## src/rtl/debounce_pkg.sv

```systemverilog
// Shared constants, counter-width helper and event codes for the debounce bank.
package debounce_pkg;

  localparam int unsigned SYNC_STAGES = 2;

  // Bits needed to hold values 0..n, never less than one.
  function automatic int unsigned cnt_width(input int unsigned n);
    int unsigned w;
    w = $clog2(n + 1);
    return (w < 1) ? 1 : w;
  endfunction

  typedef enum logic [1:0] {
    NONE = 2'd0,
    RISE = 2'd1,
    FALL = 2'd2,
    LONG = 2'd3
  } event_e;

  // Collapses one channel's pulses into a single code; long press wins.
  function automatic event_e event_code(input logic rise, input logic fall, input logic long_hit);
    if (long_hit)  return LONG;
    else if (rise) return RISE;
    else if (fall) return FALL;
    else           return NONE;
  endfunction

endpackage

```

## src/rtl/debounce_channel.sv

```systemverilog
// One debounce channel: 2-FF synchroniser, tick-gated stability counter, edge pulses.
// Optional long-press hold counter under DEBOUNCE_BANK_LONG_PRESS_EN.
module debounce_channel
  import debounce_pkg::*;
#(
  parameter int unsigned STABLE_TICKS = 16,
  parameter int unsigned LONG_TICKS   = 1024
) (
  input  logic clk,
  input  logic rst,
  input  logic tick_en,
  input  logic button_in,
  output logic button_out,
  output logic rise_pulse,
  output logic fall_pulse,
  output logic long_press
);

  localparam int unsigned CNT_W = cnt_width(STABLE_TICKS);
  localparam logic [CNT_W-1:0] CNT_MAX = CNT_W'(STABLE_TICKS - 1);

  if (STABLE_TICKS < 1 || LONG_TICKS <= STABLE_TICKS) begin : g_bad_params
    $error("debounce_channel: need STABLE_TICKS >= 1 and LONG_TICKS > STABLE_TICKS");
  end

  logic [SYNC_STAGES-1:0] sync;
  logic [CNT_W-1:0]       cnt;
  logic                   sync1;

  assign sync1 = sync[SYNC_STAGES-1];

  always_ff @(posedge clk) begin
    if (rst) begin
      sync       <= '0;
      cnt        <= '0;
      button_out <= 1'b0;
      rise_pulse <= 1'b0;
      fall_pulse <= 1'b0;
    end else begin
      sync       <= {sync[SYNC_STAGES-2:0], button_in};
      rise_pulse <= 1'b0;
      fall_pulse <= 1'b0;
      if (tick_en) begin
        if (sync1 == button_out) begin
          cnt <= '0;
        end else if (cnt == CNT_MAX) begin
          button_out <= sync1;
          cnt        <= '0;
          rise_pulse <= sync1;
          fall_pulse <= ~sync1;
        end else begin
          cnt <= cnt + CNT_W'(1);
        end
      end
    end
  end

`ifdef DEBOUNCE_BANK_LONG_PRESS_EN
  localparam int unsigned HOLD_W = cnt_width(LONG_TICKS);
  localparam logic [HOLD_W-1:0] HOLD_MAX = HOLD_W'(LONG_TICKS);

  logic [HOLD_W-1:0] hold;

  // Saturation at HOLD_MAX is what limits the pulse to once per press.
  always_ff @(posedge clk) begin
    if (rst) begin
      hold       <= '0;
      long_press <= 1'b0;
    end else begin
      long_press <= 1'b0;
      if (!button_out) begin
        hold <= '0;
      end else if (tick_en && hold != HOLD_MAX) begin
        hold       <= hold + HOLD_W'(1);
        long_press <= (hold == HOLD_MAX - HOLD_W'(1));
      end
    end
  end
`else
  assign long_press = 1'b0;
`endif

endmodule

```

## src/rtl/debounce_bank.sv

```systemverilog
// Multi-channel debouncer: CHANNELS independent debounce_channel instances sharing clk/rst/tick_en.
// Long-press pulses exist only when DEBOUNCE_BANK_LONG_PRESS_EN is defined.
module debounce_bank
  import debounce_pkg::*;
#(
  parameter int unsigned CHANNELS     = 4,
  parameter int unsigned STABLE_TICKS = 16,
  parameter int unsigned LONG_TICKS   = 1024
) (
  input  logic                clk,
  input  logic                rst,
  input  logic                tick_en,
  input  logic [CHANNELS-1:0] button_in,
  output logic [CHANNELS-1:0] button_out,
  output logic [CHANNELS-1:0] rise_pulse,
  output logic [CHANNELS-1:0] fall_pulse,
  output logic [CHANNELS-1:0] long_press
);

  for (genvar i = 0; i < int'(CHANNELS); i++) begin : g_ch
    debounce_channel #(
      .STABLE_TICKS (STABLE_TICKS),
      .LONG_TICKS   (LONG_TICKS)
    ) u_ch (
      .clk        (clk),
      .rst        (rst),
      .tick_en    (tick_en),
      .button_in  (button_in[i]),
      .button_out (button_out[i]),
      .rise_pulse (rise_pulse[i]),
      .fall_pulse (fall_pulse[i]),
      .long_press (long_press[i])
    );
  end

endmodule

```

## config.mk

```make
export PLATFORM = sky130hd
export DESIGN_NAME = debounce_bank
export DESIGN_NICKNAME = d
export VERILOG_FILES = /design/src/rtl/debounce_pkg.sv /design/src/rtl/debounce_channel.sv /design/src/rtl/debounce_bank.sv
export SDC_FILE = /design/constraint.sdc
export NUM_CORES = 1
export LEC_CHECK = 0
export CAP_MARGIN = 20
export CORE_MARGIN = 10
export CORE_UTILIZATION = 50
export DETAILED_ROUTE_END_ITERATION = 12
export GPL_ROUTABILITY_DRIVEN = 0
export PLACE_DENSITY = 0.73
export SETUP_SLACK_MARGIN = 0.15
export SLEW_MARGIN = 20
export SYNTH_ARGS = -nofsm -noshare
export SYNTH_HDL_FRONTEND = slang
export SYNTH_SLANG_ARGS = --single-unit
```

## constraint.sdc

```tcl
create_clock -name clk -period 1.5 [get_ports clk]
set_input_delay 0.375 -clock clk [delete_from_list [all_inputs] [get_ports clk]]
set_output_delay 0.375 -clock clk [all_outputs]
set_load 0.1 [all_outputs]
```

# Word-level counts from Yosys, hierarchy flattened
# Cells that the tools add are included.
[totals] register_bits=40 latch_bits=0 ramBits=0 romBits=0 inputBits=7 out_inout_bits=16 word_cells=61 n_memories=0
[classes] add_sub_neg=4 mul=0 div_mod_pow=0 n_lt_le_gt_ge=0 eq_ne=8 shift=0 mux=8 bitwise_logic=13 reduce_logical=8
[ops] operator="$mux 5" n=8
[ops] operator="$add 5x1->5 const B" n=4
[ops] operator="$eq 5x4->1 const B" n=4
[ops] operator="$reduce_or 4->1" n=4
[ops] operator="$not 1->1" n=13
[ops] operator="$reduce_and 3->1" n=4
[ops] operator="$eq 1x1->1" n=4

# Depth between registers and ports, before layout
[depth] word_depth=3 depth_mapped=5 ltp_nobuf=4

# Modules after synthesis
# Synthesis repeated with hierarchy kept, for this count alone.
[unflattened] cells_unflattened=192 hier_area_um2=1781.7
[modules_own_cells] mod="debounce_channel" n_inst=4 cells_each=48 area_each_um2=445.4 seq_area_each_um2=200.2

# Worst setup path after synthesis
# Ideal clock, no wire load.
[synth_timing] kind="input port to flip-flop" start="input port tick_en" end="register g_ch[0].u_ch.cnt[3]" setup_ns=0.074 arrival_time_ns=1.274 required_ns=1.426 setup_slack_ns=0.152 cell_stages=4 n_path_buf=1 cell_sequence="buf_2 inv_1 or4b_1 a31oi_1"
[synth_lines] element="start, declared" line_no="debounce_bank.sv:12" source="input logic tick_en,"
[synth_lines] element="end signal, assigned" line_no="debounce_channel.sv:52" source="cnt <= cnt + CNT_W'(1);"
[synth_lines] element="end, declared" line_no="debounce_channel.sv:27" source="logic [CNT_W-1:0] cnt;"

# Worst setup path in the final report
[layout_timing] start="register g_ch[1].u_ch.cnt[1]" end="register g_ch[1].u_ch.button_out"
[layout_between] elab_chain_cells=2
[layout_rtl] element="start, declared" line_no="debounce_channel.sv:27"
[layout_rtl] element="start signal, assigned" line_no="debounce_channel.sv:52"
[layout_rtl] element="$eq 5x4->1" line_no="debounce_channel.sv:46" source="end else if (cnt == CNT_MAX) begin"
[layout_rtl] element="$reduce_and 3->1 (no source line)"
[layout_rtl] element="end signal, assigned" line_no="debounce_channel.sv:47" source="button_out <= sync1;"
[layout_rtl] element="end, declared" line_no="debounce_channel.sv:13" source="output logic button_out,"
# No other way between the ends.
# A chain may end at the register's enable or synchronous reset.

==> results.json <==
{
  "grt_overflow": 0,
  "drive_above_1_share": 0.2699,
  "yosys_warnings": 0,
  "placed_cells": 251,
  "cts_hold_buffers": 0,
  "status": "completed",
  "end_kind": "flip-flop",
  "crit_type": "reg2reg",
  "synthDistinctLibCells": 24,
  "finClkSkew_ns": 0.004067,
  "critPathArrivalTime_ns": 1.65,
  "setup_violations": 0,
  "synth_area_um2": 1777,
  "place_ws_ns": -0.2106,
  "path_max_fanout": 5,
  "clock.fmax_mhz": 729.5,
  "dieArea_um2": 6338,
  "design.core.area_um2": 3390,
  "antenna_found_initial": 0,
  "rows": 21,
  "yosysTopAreaCellShare": 0.4507,
  "antenna_cells": 0,
  "start_kind": "flip-flop",
  "finalCritPeriodShare": 0.9139,
  "cts.clk_slew.worst_paths_ns": 0.11,
  "vdd_drop_max_mv": 0.5475,
  "first_iter_violations": 146,
  "final_nets": 236,
  "track_usage": 0.1196,
  "fin_crit_ns": 1.371,
  "whs_ns": 0.4477,
  "rsz0062_at_grt": "yes",
  "report.final.slew_viol_count": 0,
  "final_common_cell": "dfxtp_1",
  "grt_pass1_vias": 1297,
  "n_fill_cell": 242,
  "syn_to_final_growth_pct": 31.69,
  "synth.ff_latch_count": 40,
  "setup_ws_ns": 0.1292,
  "tritoncts": "yes",
  "wl_per_cell_um": 14.41,
  "vias_per_cell": 5.529,
  "powerDensity_nw_per_um2": 774.1,
  "fin_cells": 272,
  "port_buffers": 18,
  "hold_viol": 0,
  "clock_latency_ns": 0.35,
  "final.setup.tns_ns": 0,
  "grt_pass1_wl_um": 6085,
  "grt_max_degree": 18,
  "wirelength_um": 3919,
  "dr.pass1.iters": 4,
  "cp.required_ns": 1.78,
  "fin_util": 0.6903,
  "yosysTopAreaCell": "dfxtp_1",
  "ctsLongestPathBuffers": 2,
  "clkSinkCount": 40,
  "dr_total_vias": 1504,
  "pin_count": 23,
  "ys_seq_area_frac": 0.4507,
  "start_util": 0.5242,
  "hold_path.class": "reg2reg",
  "hpwl_um": 2587,
  "cellLeakagePower_nw": 0.8797,
  "htree_levels": 2,
  "cap_violations": 0,
  "final_cell_mix": "dfxtp_1 (33), buf_4 (23), a21oi_1 (20)",
  "synth_area_per_cell_um2": 9.254,
  "syn_inst": 192,
  "drc": 0,
  "die_x_um": 79.61,
  "ant_nets": 0,
  "synthTopCellsByArea": "dfxtp_1 (45%), buf_4 (6.8%), a21oi_1 (5.9%)",
  "root_buffer": "clkbuf_4",
  "die_h_um": 79.61,
  "numCtsBuffers": 5
}
## sequential cells by signal, summed over array words and instances, names as in the netlist
signal	count
g_ch.u_ch.rise_pulse	4
g_ch.u_ch.sync	8
g_ch.u_ch.cnt	20
g_ch.u_ch.fall_pulse	4
g_ch.u_ch.button_out	4
## final cells by class
type,count,area [um2],area share
multi-input cells,129,857.1,0.3663
repair buffers,46,540.5,0.2310
inverters,3,11.26,0.004813
flip-flops and latches,40,814.5,0.3481
clock buffers,8,58.81,0.02513
well taps,46,57.56,0.02460
## cells in the mapped netlist
master    count
a21oi_1      21
a31oi_1       4
and3b_1       3
and4b_1       4
buf_2         1
buf_4        16
clkbuf_1      6
conb_1        1
dfxtp_1      40
ha_1          4
inv_1         3
nand2_1      17
nand2b_1      2
nand3_1      12
nand4_1       8
nand4b_1      8
nor2b_1      13
nor3_1        1
nor3b_1      12
o21ai_0       8
or3_1         1
or4b_1        3
xor2_1        1
xor2_2        3
## layer usage
metal	global-route usage	vias up	part of all wire
met5	0	-	0
met4	0.04301	0	0.015
met3	0.04842	9	0.058
met2	0.1974	53	0.54
met1	0.1354	713	0.39
li1	-	729	-
## what timing repair did
| item | 4_1_cts | 5_1_grt |
|---|---|---|
| cloned | 0 | 0 |
| setup endpoints to repair | 6 | 17 |
| setup buffers | 6 | 7 |
| pin swaps | 2 | 2 |
| gates resized for setup | 11 | 11 |
## stage by stage
stage / instance area [um2] / power (mW)
after floorplan: 1788 / 1.209
after global placement: 2123 / 1.255
after detailed placement: 2123 / 1.259
after CTS: 2258 / 1.825
after global routing: 2340 / 1.894
final: 2340 / 1.811
## kinds of logic (layout without fill, tap and decap cells)
kind of cell / after synthesis / in the layout / share of synthesized area
AND/OR/NAND/NOR: 84 / 84 / 0.3014
flip-flops: 40 / 40 / 0.4507
AO/OA/AOI/OAI: 33 / 33 / 0.09577
buffers and inverters: 26 / 57 / 0.08944
adder cells (fa/ha/maj): 4 / 4 / 0.02817
XOR/XNOR: 4 / 4 / 0.03240
other: 1 / 4 / 0.002111
## worst max-delay path: stages (launching register included)
cell and delay (ns):
dfxtp_2 0.38, ha_4 0.15, nand4b_1 0.21, or3_1 0.42, a21oi_2 0.14
## path summary, 6_finish.rpt
kind         cells past startpoint                 endpoint                 start  slack (ns)
max                              4  g_ch[1].u_ch.button_out   g_ch[1].u_ch.cnt[1]        0.13
min                              1     g_ch[3].u_ch.sync[1]  g_ch[3].u_ch.sync[0]        0.45
min reg2reg                      1     g_ch[3].u_ch.sync[1]  g_ch[3].u_ch.sync[0]        0.45
max reg2reg                      4  g_ch[1].u_ch.button_out   g_ch[1].u_ch.cnt[1]        0.13
## report_power, final
part / switching (mW) / internal (mW)
Clock: 0.338 / 0.232
Sequential: 0.00993 / 1.07
Combinational: 0.101 / 0.0597
No activity file was read; power rests on OpenSTA's default activity.
==> edit, RTL diff (same settings) <==
The parameter `CHANNELS` goes from 4 to 6.
--- a/src/rtl/debounce_bank.sv
+++ b/src/rtl/debounce_bank.sv
@@ -4,5 +4,5 @@
   import debounce_pkg::*;
 #(
-  parameter int unsigned CHANNELS     = 4,
+  parameter int unsigned CHANNELS     = 6,
   parameter int unsigned STABLE_TICKS = 16,
   parameter int unsigned LONG_TICKS   = 1024
Interface: changed (5 resized); port bits go from 23 to 33. The function was not compared with the original's and may differ.
==> edit against the unedited design <==
Total power up 72%; routed wire length up 40%; setup slack better by 24 ps; register-to-register slack better by 30 ps; synthesized area up 50%; core utilization down 1.9 points; sequential cell count up 20; final area up 48%; largest cell class unchanged; largest power group unchanged; highest routed layer unchanged.
==> edit: results (changes against the unedited design) <==
| Quantity | This run | Unit | vs unedited |
| --- | --- | --- | --- |
| Setup slack after placement | -284.4 | ps | -73.90 ps |
| Critical path fanouts, max | 3 | - | -2 |
| Async set-reset flop share out of synthesis | 0 | % | unchanged |
| Yosys warning count | 0 | - | unchanged |
| Post-synthesis sequential area ratio | 45.01 | % | -0.063 points |
| 1st-pass router iterations | 4 | - | unchanged |
| Number of unique standard cell types used by synthesis | 26 | - | +8.3% |
| Critical path arrival | 970 | ps | -680 ps |
| Peak ir drop on the vdd network | 654.2 | uV | +19% |
| Critical R2R Capture | g_ch[3].u_ch.cnt[3] | - |  |
| LEAKAGE | 1.265 | nW | +44% |
| Number of antenna violations at the first check in global routing | 0 | - | unchanged |
| Maximum count of clock buffers along a single path | 2 | - | unchanged |
| Pin count of the biggest net entering global routing | 23 | - | +5 |
| Critical register-to-register path startpoint | g_ch[3].u_ch.button_out | - |  |
| First-pass GRT wire length | 9.466 | mm | +56% |
| Most used DFF post-synth | dfxtp_1 | - |  |
| Vias in the first global route | 2090 | - | +61% |
| Port Buffers | 26 | - | +8 |
| Worst-skew pair later-pin latency | 330 | ps | -20 ps |
| Reg-to-reg setup timing slack | 160 | ps | +30 ps |
| Avg WL per Cell | 13.58 | um | -5.8% |
| Antenna diodes | 0 | - | unchanged |
| Number of synthesized flops with an enable pin | 0 | - | unchanged |
| Final layout net count | 344 | - | +46% |
| Cell types with the largest area share after synthesis | dfxtp_1, buf_4, a21oi_1, nor3b_1, nand3_1 | - |  |
| Setup violators final | 0 | - | unchanged |
| Detailed-placement wirelength estimate | 3.761 | mm | +45% |
| Top cell types by occurrence after synthesis | dfxtp_1, a21oi_1, buf_4, nand3_1, nor3b_1 | - |  |
| Worst-path cell with the longest stage delay | dfxtp_2 | - |  |
| Worst reg-to-reg path cell count | 4 | - | unchanged |
| Worst stage delay on the critical path | 360 | ps | -60 ps |
| Status | finished, final reports clean | - |  |
| Worst setup skew after layout | 8.012 | ps | +3.945 ps |
| Worst hold stages | 2 | - | +1 |
| Hold worst-path end | g_ch[0].u_ch.button_out | - |  |
| TritonCTS Buffers | 9 | - | +4 |
| Root buffer selected by CTS | clkbuf_8 | - |  |
| Gr usage total | 13.23 | % | +1.3 points |
| Number of fillers in the final layout | 438 | - | +81% |
| Clk slew on worst S/H paths | 60 | ps | -50 ps |
| HP Class | in -> reg | - |  |
| Starting DRC count in detailed routing | 90 | - | -38% |
| Layout cells sized above 1 | 22.52 | % | -4.5 points |
| Worst min-delay path startpoint | rst | - |  |
| Kind of cell adding the most delay to the critical path | flip-flops | - |  |
| DR vias/cell | 5.464 | - | -1.2% |
| Regs by FF count | g_ch.u_ch.cnt x30, g_ch.u_ch.sync x12 | - |  |
| Depth of the CTS H-tree | 3 | - | +1 |
-- edit: changes by cell type in the layout (fill, tap and decap cells not counted), sizes merged, moves of 8 or more --
cell,change
nor3b,+10
buf,+8
a21oi,+13
nand3,+12
dfxtp,+20
-- edit: worst max-delay path by stage --
stage / startpoint / endpoint / slack (ps) / cells past startpoint
global placement: tick_en / g_ch[3].u_ch.cnt[3] / -240 / 4
floorplan: rst / g_ch[1].u_ch.cnt[0] / 180 / 4
detailed placement: tick_en / g_ch[3].u_ch.cnt[3] / -280 / 4
finish: g_ch[4].u_ch.button_out / button_out[4] / 150 / 2
CTS: g_ch[3].u_ch.button_out / g_ch[3].u_ch.cnt[3] / 120 / 4
global route: g_ch[4].u_ch.button_out / button_out[4] / 110 / 2
-- edit: layer usage --
metal  vias up  part of all wire, %  track usage [%]
li1       1085                    -                -
met2        46                   50            21.14
met1      1056                   43            15.65
met5         -                    0                0
met3        15                  4.5            4.157
met4         0                  2.4            6.684
-- edit: final cells by class --
type,instances,area (um^2),area share [%]
multi-input cells,196,1270,36.79
flip-flops and latches,60,1214,35.16
repair buffers,55,684.4,19.83
clock buffers,13,158.9,4.603
well taps,70,87.58,2.537
inverters,7,27.53,0.7974
clock inverters,2,10.01,0.2900
-- edit: cell families after synthesis --
group,count (synthesis),share of synthesized area [%]
AO/OA/AOI/OAI,52,10.03
XOR/XNOR,6,2.250
adder cells (fa/ha/maj),6,2.813
buffers and inverters,43,9.470
flip-flops,60,45.01
other,1,0.1405
AND/OR/NAND/NOR,126,30.29
-- edit: repair_timing --
| action | 4_1_cts | 5_1_grt |
|---|---|---|
| setup buffers | 1 | 4 |
| setup endpoints to repair | 10 | 10 |
| gates resized for setup | 9 | 10 |
| hold buffers | 0 | 0 |
| pin swaps | 1 | 1 |
-- edit: stage by stage --
| stage | cells | hold slack (ps) | utilization, % | instance area [um^2] | power (W) |
|---|---|---|---|---|---|
| detailed placement | 383 | 420.4 | 61.81 | 3177 | 0.001891 |
| global placement | 383 | 416.8 | 61.81 | 3177 | 0.001889 |
| floorplan | 299 | 413.8 | - | 2688 | 0.001818 |
| finish | 403 | 381.0 | 67.16 | 3452 | 0.003111 |
| global route | 403 | 399.3 | 67.16 | 3452 | 0.003243 |
| CTS | 399 | 372.1 | 65.68 | 3376 | 0.003139 |
-- edit: where the power goes --
part           switching, W  leakage (nW)  internal [W]
clock              0.000574        0.0893      0.000676
sequential        0.0000143         0.490       0.00161
combinational      0.000154         0.685     0.0000818
